File: config.mk
export PLATFORM = sky130hd
export DESIGN_NAME = seek_req_arbiter
export DESIGN_NICKNAME = d
export VERILOG_FILES = /design/src/rtl/seek_arb_pkg.sv /design/src/rtl/rr_arbiter.sv /design/src/rtl/seek_req_arbiter.sv
export SDC_FILE = /design/constraint.sdc
export NUM_CORES = 1
export LEC_CHECK = 0
export CAP_MARGIN = 0
export CELL_PAD_IN_SITES_DETAIL_PLACEMENT = 0
export CELL_PAD_IN_SITES_GLOBAL_PLACEMENT = 1
export CORE_ASPECT_RATIO = 0.9
export CORE_MARGIN = 1
export CORE_UTILIZATION = 40
export CTS_CLUSTER_DIAMETER = 80
export DETAILED_ROUTE_END_ITERATION = 10
export PLACE_DENSITY = 0.85
export SLEW_MARGIN = 20
export SYNTH_ARGS = -nofsm -noshare
export SYNTH_HDL_FRONTEND = slang
export SYNTH_SLANG_ARGS = --single-unit
File: constraint.sdc
create_clock -name i_clk -period 11.6 [get_ports i_clk]
set_clock_uncertainty 0.2 [all_clocks]
set_input_delay 2.32 -clock i_clk [delete_from_list [all_inputs] [get_ports i_clk]]
set_output_delay 2.32 -clock i_clk [all_outputs]
set_load 0.05 [all_outputs]
File: src/rtl/seek_arb_pkg.sv
// Shared widths, FSM encoding and result payload for the seek request arbiter.
package seek_arb_pkg;

  localparam int unsigned MAC_W     = 48;
  localparam int unsigned ID_W      = 4;
  localparam int unsigned OUTPORT_W = 3;
  localparam int unsigned FLAG_W    = 2;

  typedef enum logic {
    ST_IDLE = 1'b0,
    ST_WAIT = 1'b1
  } seek_state_e;

  typedef struct packed {
    logic [OUTPORT_W-1:0] outport;
    logic [FLAG_W-1:0]    flag;
    logic [ID_W-1:0]      id;
  } seek_result_t;

  // Index width for n ports; a single port still needs one bit.
  function automatic int unsigned idx_width(input int unsigned n);
    return (n > 1) ? $clog2(n) : 1;
  endfunction

endpackage

File: src/rtl/rr_arbiter.sv
// Combinational round-robin pick: first requester after the last grant wins.
module rr_arbiter
  import seek_arb_pkg::*;
#(
  parameter int unsigned P_N     = 2,
  parameter int unsigned P_IDX_W = idx_width(P_N)
) (
  input  logic [P_N-1:0]     i_req,
  input  logic [P_IDX_W-1:0] i_last_grant,
  output logic [P_N-1:0]     o_grant_c
);

  always_comb begin
    int unsigned idx;
    logic        found;
    o_grant_c = '0;
    found     = 1'b0;
    idx       = 0;
    for (int unsigned i = 1; i <= P_N; i++) begin
      idx = (32'(i_last_grant) + i) % P_N;
      if (!found && i_req[P_IDX_W'(idx)]) begin
        o_grant_c[P_IDX_W'(idx)] = 1'b1;
        found                    = 1'b1;
      end
    end
  end

endmodule

File: src/rtl/seek_req_arbiter.sv
// Shares one outport-lookup engine between P_PORT_NUM RX ports, one lookup in flight.
// Optional WAIT timeout is enabled by defining SEEK_TIMEOUT_EN.
module seek_req_arbiter
  import seek_arb_pkg::*;
#(
  parameter int unsigned P_PORT_NUM = 2,
  parameter int unsigned P_TIMEOUT  = 64
) (
  input  logic                        i_clk,
  input  logic                        i_rst,
  input  logic [MAC_W*P_PORT_NUM-1:0] i_check_mac,
  input  logic [ID_W*P_PORT_NUM-1:0]  i_check_id,
  input  logic [P_PORT_NUM-1:0]       i_check_valid,
  output logic [MAC_W-1:0]            o_seek_mac,
  output logic [ID_W-1:0]             o_seek_id,
  output logic                        o_seek_valid,
  input  logic [OUTPORT_W-1:0]        i_seek_outport,
  input  logic [FLAG_W-1:0]           i_seek_flag,
  input  logic [ID_W-1:0]             i_seek_id,
  input  logic                        i_seek_result_valid,
  output logic [OUTPORT_W-1:0]        o_outport,
  output logic [FLAG_W-1:0]           o_seek_flag,
  output logic [ID_W-1:0]             o_result_id,
  output logic [P_PORT_NUM-1:0]       o_result_valid,
  output logic                        o_overrun,
  output logic                        o_id_err,
  output logic                        o_timeout_err
);

  localparam int unsigned IDX_W = idx_width(P_PORT_NUM);

  if (P_PORT_NUM < 1 || P_PORT_NUM > 8 || P_TIMEOUT < 1) begin : g_param_chk
    $error("seek_req_arbiter: illegal P_PORT_NUM or P_TIMEOUT");
  end

  seek_state_e                          state_q, state_d;
  logic [P_PORT_NUM-1:0]                pending_q, pending_d;
  logic [P_PORT_NUM-1:0][MAC_W-1:0]     mac_q, mac_d;
  logic [P_PORT_NUM-1:0][ID_W-1:0]      id_q, id_d;
  logic [IDX_W-1:0]                     last_grant_q, last_grant_d;
  logic [IDX_W-1:0]                     owner_q, owner_d;
  logic [ID_W-1:0]                      issued_id_q, issued_id_d;
  logic [MAC_W-1:0]                     seek_mac_q, seek_mac_d;
  logic [ID_W-1:0]                      seek_id_q, seek_id_d;
  logic                                 seek_valid_q, seek_valid_d;
  seek_result_t                         result_q, result_d;
  logic [P_PORT_NUM-1:0]                result_valid_q, result_valid_d;
  logic                                 overrun_q, overrun_d;
  logic                                 id_err_q, id_err_d;

  logic [P_PORT_NUM-1:0]                rr_grant_c;
  logic [IDX_W-1:0]                     grant_idx_c;
  logic [P_PORT_NUM-1:0]                grant_clear_c;
  logic                                 id_match_c;

`ifdef SEEK_TIMEOUT_EN
  localparam int unsigned CNT_W = $clog2(P_TIMEOUT + 1);
  logic [CNT_W-1:0]                     cnt_q, cnt_d;
  logic                                 timeout_err_q, timeout_err_d;
`endif

  rr_arbiter #(
    .P_N     (P_PORT_NUM),
    .P_IDX_W (IDX_W)
  ) u_rr (
    .i_req        (pending_q),
    .i_last_grant (last_grant_q),
    .o_grant_c    (rr_grant_c)
  );

  // One-hot grant to index.
  always_comb begin
    grant_idx_c = '0;
    for (int unsigned i = 0; i < P_PORT_NUM; i++) begin
      if (rr_grant_c[i]) grant_idx_c = IDX_W'(i);
    end
  end

  always_comb begin
    state_d        = state_q;
    pending_d      = pending_q;
    mac_d          = mac_q;
    id_d           = id_q;
    last_grant_d   = last_grant_q;
    owner_d        = owner_q;
    issued_id_d    = issued_id_q;
    seek_mac_d     = seek_mac_q;
    seek_id_d      = seek_id_q;
    seek_valid_d   = 1'b0;
    result_d       = result_q;
    result_valid_d = '0;
    overrun_d      = overrun_q;
    id_err_d       = 1'b0;
    grant_clear_c  = '0;
    id_match_c     = 1'b0;
`ifdef SEEK_TIMEOUT_EN
    cnt_d          = cnt_q;
    timeout_err_d  = 1'b0;
`endif

    case (state_q)
      ST_IDLE: begin
        if (|pending_q) begin
          grant_clear_c = rr_grant_c;
          seek_mac_d    = mac_q[grant_idx_c];
          seek_id_d     = id_q[grant_idx_c];
          seek_valid_d  = 1'b1;
          last_grant_d  = grant_idx_c;
          owner_d       = grant_idx_c;
          issued_id_d   = id_q[grant_idx_c];
          state_d       = ST_WAIT;
`ifdef SEEK_TIMEOUT_EN
          cnt_d         = '0;
`endif
        end
      end
      ST_WAIT: begin
        id_match_c = i_seek_result_valid && (i_seek_id == issued_id_q);
        if (id_match_c) begin
          result_d                = '{outport: i_seek_outport, flag: i_seek_flag, id: i_seek_id};
          result_valid_d[owner_q] = 1'b1;
          state_d                 = ST_IDLE;
        end else if (i_seek_result_valid) begin
          id_err_d = 1'b1;
        end
`ifdef SEEK_TIMEOUT_EN
        // A matching result in the last allowed cycle still completes normally.
        if (!id_match_c) begin
          if (cnt_q == CNT_W'(P_TIMEOUT - 1)) begin
            timeout_err_d = 1'b1;
            state_d       = ST_IDLE;
          end else begin
            cnt_d = cnt_q + CNT_W'(1);
          end
        end
`endif
      end
      default: state_d = ST_IDLE;
    endcase

    // A fresh capture overrides a same-cycle grant clear on that port.
    pending_d = (pending_q & ~grant_clear_c) | i_check_valid;
    overrun_d = overrun_q | (|(i_check_valid & pending_q));
    for (int unsigned k = 0; k < P_PORT_NUM; k++) begin
      if (i_check_valid[k]) begin
        mac_d[k] = i_check_mac[k*MAC_W +: MAC_W];
        id_d[k]  = i_check_id[k*ID_W +: ID_W];
      end
    end
  end

  always_ff @(posedge i_clk or posedge i_rst) begin
    if (i_rst) begin
      state_q        <= ST_IDLE;
      pending_q      <= '0;
      mac_q          <= '0;
      id_q           <= '0;
      last_grant_q   <= IDX_W'(P_PORT_NUM - 1);
      owner_q        <= '0;
      issued_id_q    <= '0;
      seek_mac_q     <= '0;
      seek_id_q      <= '0;
      seek_valid_q   <= 1'b0;
      result_q       <= '0;
      result_valid_q <= '0;
      overrun_q      <= 1'b0;
      id_err_q       <= 1'b0;
`ifdef SEEK_TIMEOUT_EN
      cnt_q          <= '0;
      timeout_err_q  <= 1'b0;
`endif
    end else begin
      state_q        <= state_d;
      pending_q      <= pending_d;
      mac_q          <= mac_d;
      id_q           <= id_d;
      last_grant_q   <= last_grant_d;
      owner_q        <= owner_d;
      issued_id_q    <= issued_id_d;
      seek_mac_q     <= seek_mac_d;
      seek_id_q      <= seek_id_d;
      seek_valid_q   <= seek_valid_d;
      result_q       <= result_d;
      result_valid_q <= result_valid_d;
      overrun_q      <= overrun_d;
      id_err_q       <= id_err_d;
`ifdef SEEK_TIMEOUT_EN
      cnt_q          <= cnt_d;
      timeout_err_q  <= timeout_err_d;
`endif
    end
  end

  assign o_seek_mac     = seek_mac_q;
  assign o_seek_id      = seek_id_q;
  assign o_seek_valid   = seek_valid_q;
  assign o_outport      = result_q.outport;
  assign o_seek_flag    = result_q.flag;
  assign o_result_id    = result_q.id;
  assign o_result_valid = result_valid_q;
  assign o_overrun      = overrun_q;
  assign o_id_err       = id_err_q;
`ifdef SEEK_TIMEOUT_EN
  assign o_timeout_err  = timeout_err_q;
`else
  assign o_timeout_err  = 1'b0;
`endif

endmodule

# Yosys cells after proc, flatten, opt, wreduce, memory -nomap -nowiden
# Cells that the tools add are included.
# word_totals
out_inout_bits	67
regBits	175
elab_cells	73
input_bits	118
# classes
magnitude_cmp	7
n_eq_ne	1
bitwise_logic	7
n_mux	29
n_addsub	2
n_reduce_logical	10
# op_table
cell	n
$mux W48	2
$mux W1	15
$mux W2	6
$lt A1 B2 Y1 const B	4
$mux W4	2
$logic_and A1 B1 Y1	5
$and A2 B2 Y2	2
$eq A4 B4 Y1	1
$or A2 B2 Y2	2
$reduce_and A2 Y1	2
$reduce_or A2 Y1	2
$demux W1 S1	3
$ge A1 B1 Y1 const B	3
$add A1 B1 Y1 const B	2
$not A2 Y2	1
$pmux W1 S2	1
$logic_not A1 Y1	1
$not A1 Y1	1
$or A1 B1 Y1	1

# Logic depth before layout (Yosys ltp)
# depth
word_depth	13
depth_mapped	6
mapped_depth_nobuf	4

# Cells and area by module
# Synthesis repeated with hierarchy kept, for this count alone.
# hier_totals
hier_cells	506
hier_area_um2	6998.0
# by_module_without_submodules
mod	n_inst	seq_area_each_um2	cells_each	area_per_inst_um2
seek_req_arbiter	1	4380.5	503	6979.2
rr_arbiter	1	0.0	3	18.8

# Worst setup path after synthesis
# OpenSTA, ideal clock, no wires.
# synth_timing
path_type	input to register
from	input port i_seek_id[1]
to	register result_q, in the netlist o_outport[2]
setup_time_ns	0.125
required_ns	11.275
arrival_time_ns	3.399
stages	5
path_buffers	1
setup_slack_ns	7.876
path_cell_list	xor2_1 > nor4_2 > and2b_2 > buf_8 > mux2_4
# synth_via
elab_chain_cells	3
# synth_rtl
item	line_no	source
start, declared	seek_req_arbiter.sv:19	input logic [ID_W-1:0] i_seek_id,
$eq A4 B4 Y1	seek_req_arbiter.sv:118	id_match_c = i_seek_result_valid && (i_seek_id == issued_id_q);
$logic_and A1 B1 Y1	seek_req_arbiter.sv:118	
$reduce_and A2 Y1 (no source line)	--	
end signal, assigned	seek_req_arbiter.sv:183	result_q <= result_d;
end, declared	seek_req_arbiter.sv:46	seek_result_t result_q, result_d;
# No other way between the ends.
# A chain may end at the register's enable or synchronous reset.

# Worst setup path in the final report
# layout_timing
from	register seek_id_q[3], in the netlist o_seek_id[3]
to	output port o_seek_id[3]
# layout_rtl
item	line_no	source
start, declared	seek_req_arbiter.sv:44	logic [ID_W-1:0] seek_id_q, seek_id_d;
start signal, assigned	seek_req_arbiter.sv:181	seek_id_q <= seek_id_d;
end, declared	seek_req_arbiter.sv:15	output logic [ID_W-1:0] o_seek_id,
# No word-level cell between the ends.

==> flow_metrics.tcl <==
set metrics [dict create \
    antenna_found_initial 0 \
    dp_cells 898 \
    period_needed_ps 4191 \
    critPathBufInv 1 \
    drive_gt1_share_pct 21.73 \
    synth_top_area_cell "dfrtp_1" \
    wl_per_cell_um 16.40 \
    h-tree-depth 4 \
    cp_slowest_cell "clkdlybuf4s50_1" \
    drc 0 \
    path_class "flip-flop to output pin" \
    setup_viol 0 \
    synth_edf_count 0 \
    fmax_mhz 238.6 \
    die_area_mm2 0.01805 \
    cap_violations 0 \
    synth_nets 623 \
    ctsHoldBuffers 0 \
    first_iter_violations 202 \
    synthCells 505 \
    rows 45 \
    period_share_pct 36.13 \
    num_vias 4494 \
    die_h_um 127.6 \
    rrSetupSlack_ps 9400 \
    startpoint "o_seek_id[3]$_DFFE_PP0P_" \
    synth.distinct_cells 27 \
    postSynthAreaPerCell_um2 13.87 \
    grt_pass1_wl_um 24800 \
    final_util_pct 57.03 \
    cts_tree "built" \
    clock_latency_ps 410 \
    status "finished clean" \
    critPathMaxStageDelay_ps 840 \
    area_growth_syn_to_layout_pct 38.41 \
    gp_congestion 0.7298 \
    seq_area_frac_synth_pct 62.52 \
    ys_warn_count 0 \
    core-area_mm2 0.01700 \
    yosysMostFrequentCell "dfrtp_1" \
    r2r_start "pending_q[1]$_DFF_PP0_" \
    clock_tree.root_cell "clkbuf_16" \
    wirelength_um 15250 \
    r2r_cells 6 \
    first_pass_iters 4 \
    cp-endpoint "o_seek_id[3]" \
    post-dp-hpwl_um 9750 \
    grt_usage_pct 17.93 \
    critPathCaptureType "output pin" \
    start_util_pct 41.21 \
    synthTopCellsByCount "dfrtp_1, mux2_2, nand2_1, o21ai_1, mux2i_1" \
    place_area_mm2 0.009044 \
    diodes 0 \
    numCtsBuffers 17 \
    peakVddDrop_v 0.0001511 \
    finalHoldWorstSlack_ps 250.4 \
    crit_arrival_ps 1670 \
    final_area_mm2 0.009698 \
    path_cells "clkdlybuf4s50_1" \
    cts_sinks 175 \
    die-width_um 141.5 \
    setup.worst_path.start_class "flip-flop" \
    slew_viol_final 0 \
    async_flop_share_pct 100.0 \
    ys_ff_latch 175 \
    clkTransAtPathRegs_ps 70 \
    layoutNonFillerInstCount 930 \
    syn_area_mm2 0.007007 \
    cts_setup_buffers 0 \
    slew_headroom_pct 31.05 \
    grt_overflow_total 0 \
    crit_family "buffers and inverters" \
    power_density_mw_per_mm2 245.4 \
    grt_pass1_vias 4808 \
    port_buffers 183 \
    worstMarginPinSlew_ps 1033 \
    rsz0062_at_grt "false" \
    yosys-top-cells-area "dfrtp_1, mux2_2, mux2i_1" \
    grt_max_degree 93 \
    ys.flop_type "dfrtp_1" \
    nNetsFinal 800 \
    pin_count 185 \
    path_depth 1 \
    fin_setup_tns_ps 0 \
    cts_max_path_buffers 2 \
    worstPathRequired_ps 9080 \
    yosys.area.top_type_share_pct 62.14 \
    reg2reg_to "o_seek_mac[2]$_DFFE_PP0P_" \
    cts_resized 0 \
    min-delay-path-class "flip-flop to flip-flop" \
    crit_fanout 3 \
    viasPerCell 4.832 \
    ant_nets 0 \
    hold_viol 0 \
    power.leakage_nw 4.239 \
]
[how the worst min path moves through the flow]
stage                                   start                           to  slack, ps  cells after the start
after floorplan           owner_q$_DFFE_PP0P_  o_result_valid[0]$_DFF_PP0_        220                      1
after global placement    owner_q$_DFFE_PP0P_  o_result_valid[0]$_DFF_PP0_        230                      1
after detailed placement  owner_q$_DFFE_PP0P_  o_result_valid[0]$_DFF_PP0_        240                      1
after CTS                 owner_q$_DFFE_PP0P_  o_result_valid[0]$_DFF_PP0_        250                      1
after global routing      owner_q$_DFFE_PP0P_  o_result_valid[0]$_DFF_PP0_        290                      1
final                     owner_q$_DFFE_PP0P_  o_result_valid[0]$_DFF_PP0_        250                      1
[registers in the layout, summed over array words and instances, names as in the netlist]
register        flops
last_grant_q        1
id_q                8
mac_q              96
o_seek_mac         48
o_seek_flag         2
o_overrun           1
o_id_err            1
state_q             1
o_outport           3
o_result_valid      2
owner_q             1
o_seek_id           4
pending_q           2
o_seek_valid        1
o_result_id         4
[logic make-up (layout without fill, tap and decap cells)]
kind of cell           Yosys count  count (layout)  share of synthesized area, %
buffers and inverters           34             224                         2.607
AND/OR/NAND/NOR                 67              67                         3.964
flip-flops                     175             175                         62.52
XOR/XNOR                         4               4                        0.4999
multiplexers                   165             165                         25.96
AO/OA/AOI/OAI                   59              59                         4.393
other                            1               1                       0.05352
[final cells by class]
class | instances | area (um2)
clock buffer | 19 | 452.9
clock inverter | 13 | 197.7
fill | 1358 | 7306
inverter | 3 | 16.27
multi-input combinational | 296 | 2459
sequential | 175 | 4380
tap | 235 | 294.0
timing repair buffer | 189 | 1898
[cells in the final DEF (no fill, tap or decap), types with 3 or more instances in the layout]
cell type,n
buf_4,3
bufinv_16,4
clkbuf_16,17
clkdlybuf4s50_1,181
clkinvlp_4,3
dfrtp_1,174
inv_6,5
mux2_1,10
mux2_2,96
mux2_4,7
mux2i_1,52
nand2_1,57
o21ai_1,53
xor2_1,4
[stage by stage]
stage	setup WS (ps)	total power [mW]
6_report	7409	2.380
5_1_grt	7382	2.492
4_1_cts	7298	2.407
3_5_place_dp	6853	1.778
3_3_place_gp	6924	1.751
2_1_floorplan	4336	1.461
[report_power, final]
part           switching [mW]  internal [mW]  total, mW
registers              0.0822          0.749      0.831
clock network           0.243          0.377      0.620
logic                   0.571          0.358      0.929
total                   0.896           1.48       2.38
[metal layers]
layer,global-route usage [%],wire [um],vias up
li1,-,-,2097
met4,5.440,244,0
met5,0,0,-
met1,23.68,6857,2246
met3,5.322,917,19
met2,28.60,7233,132
No activity file was read; power rests on OpenSTA's default activity.
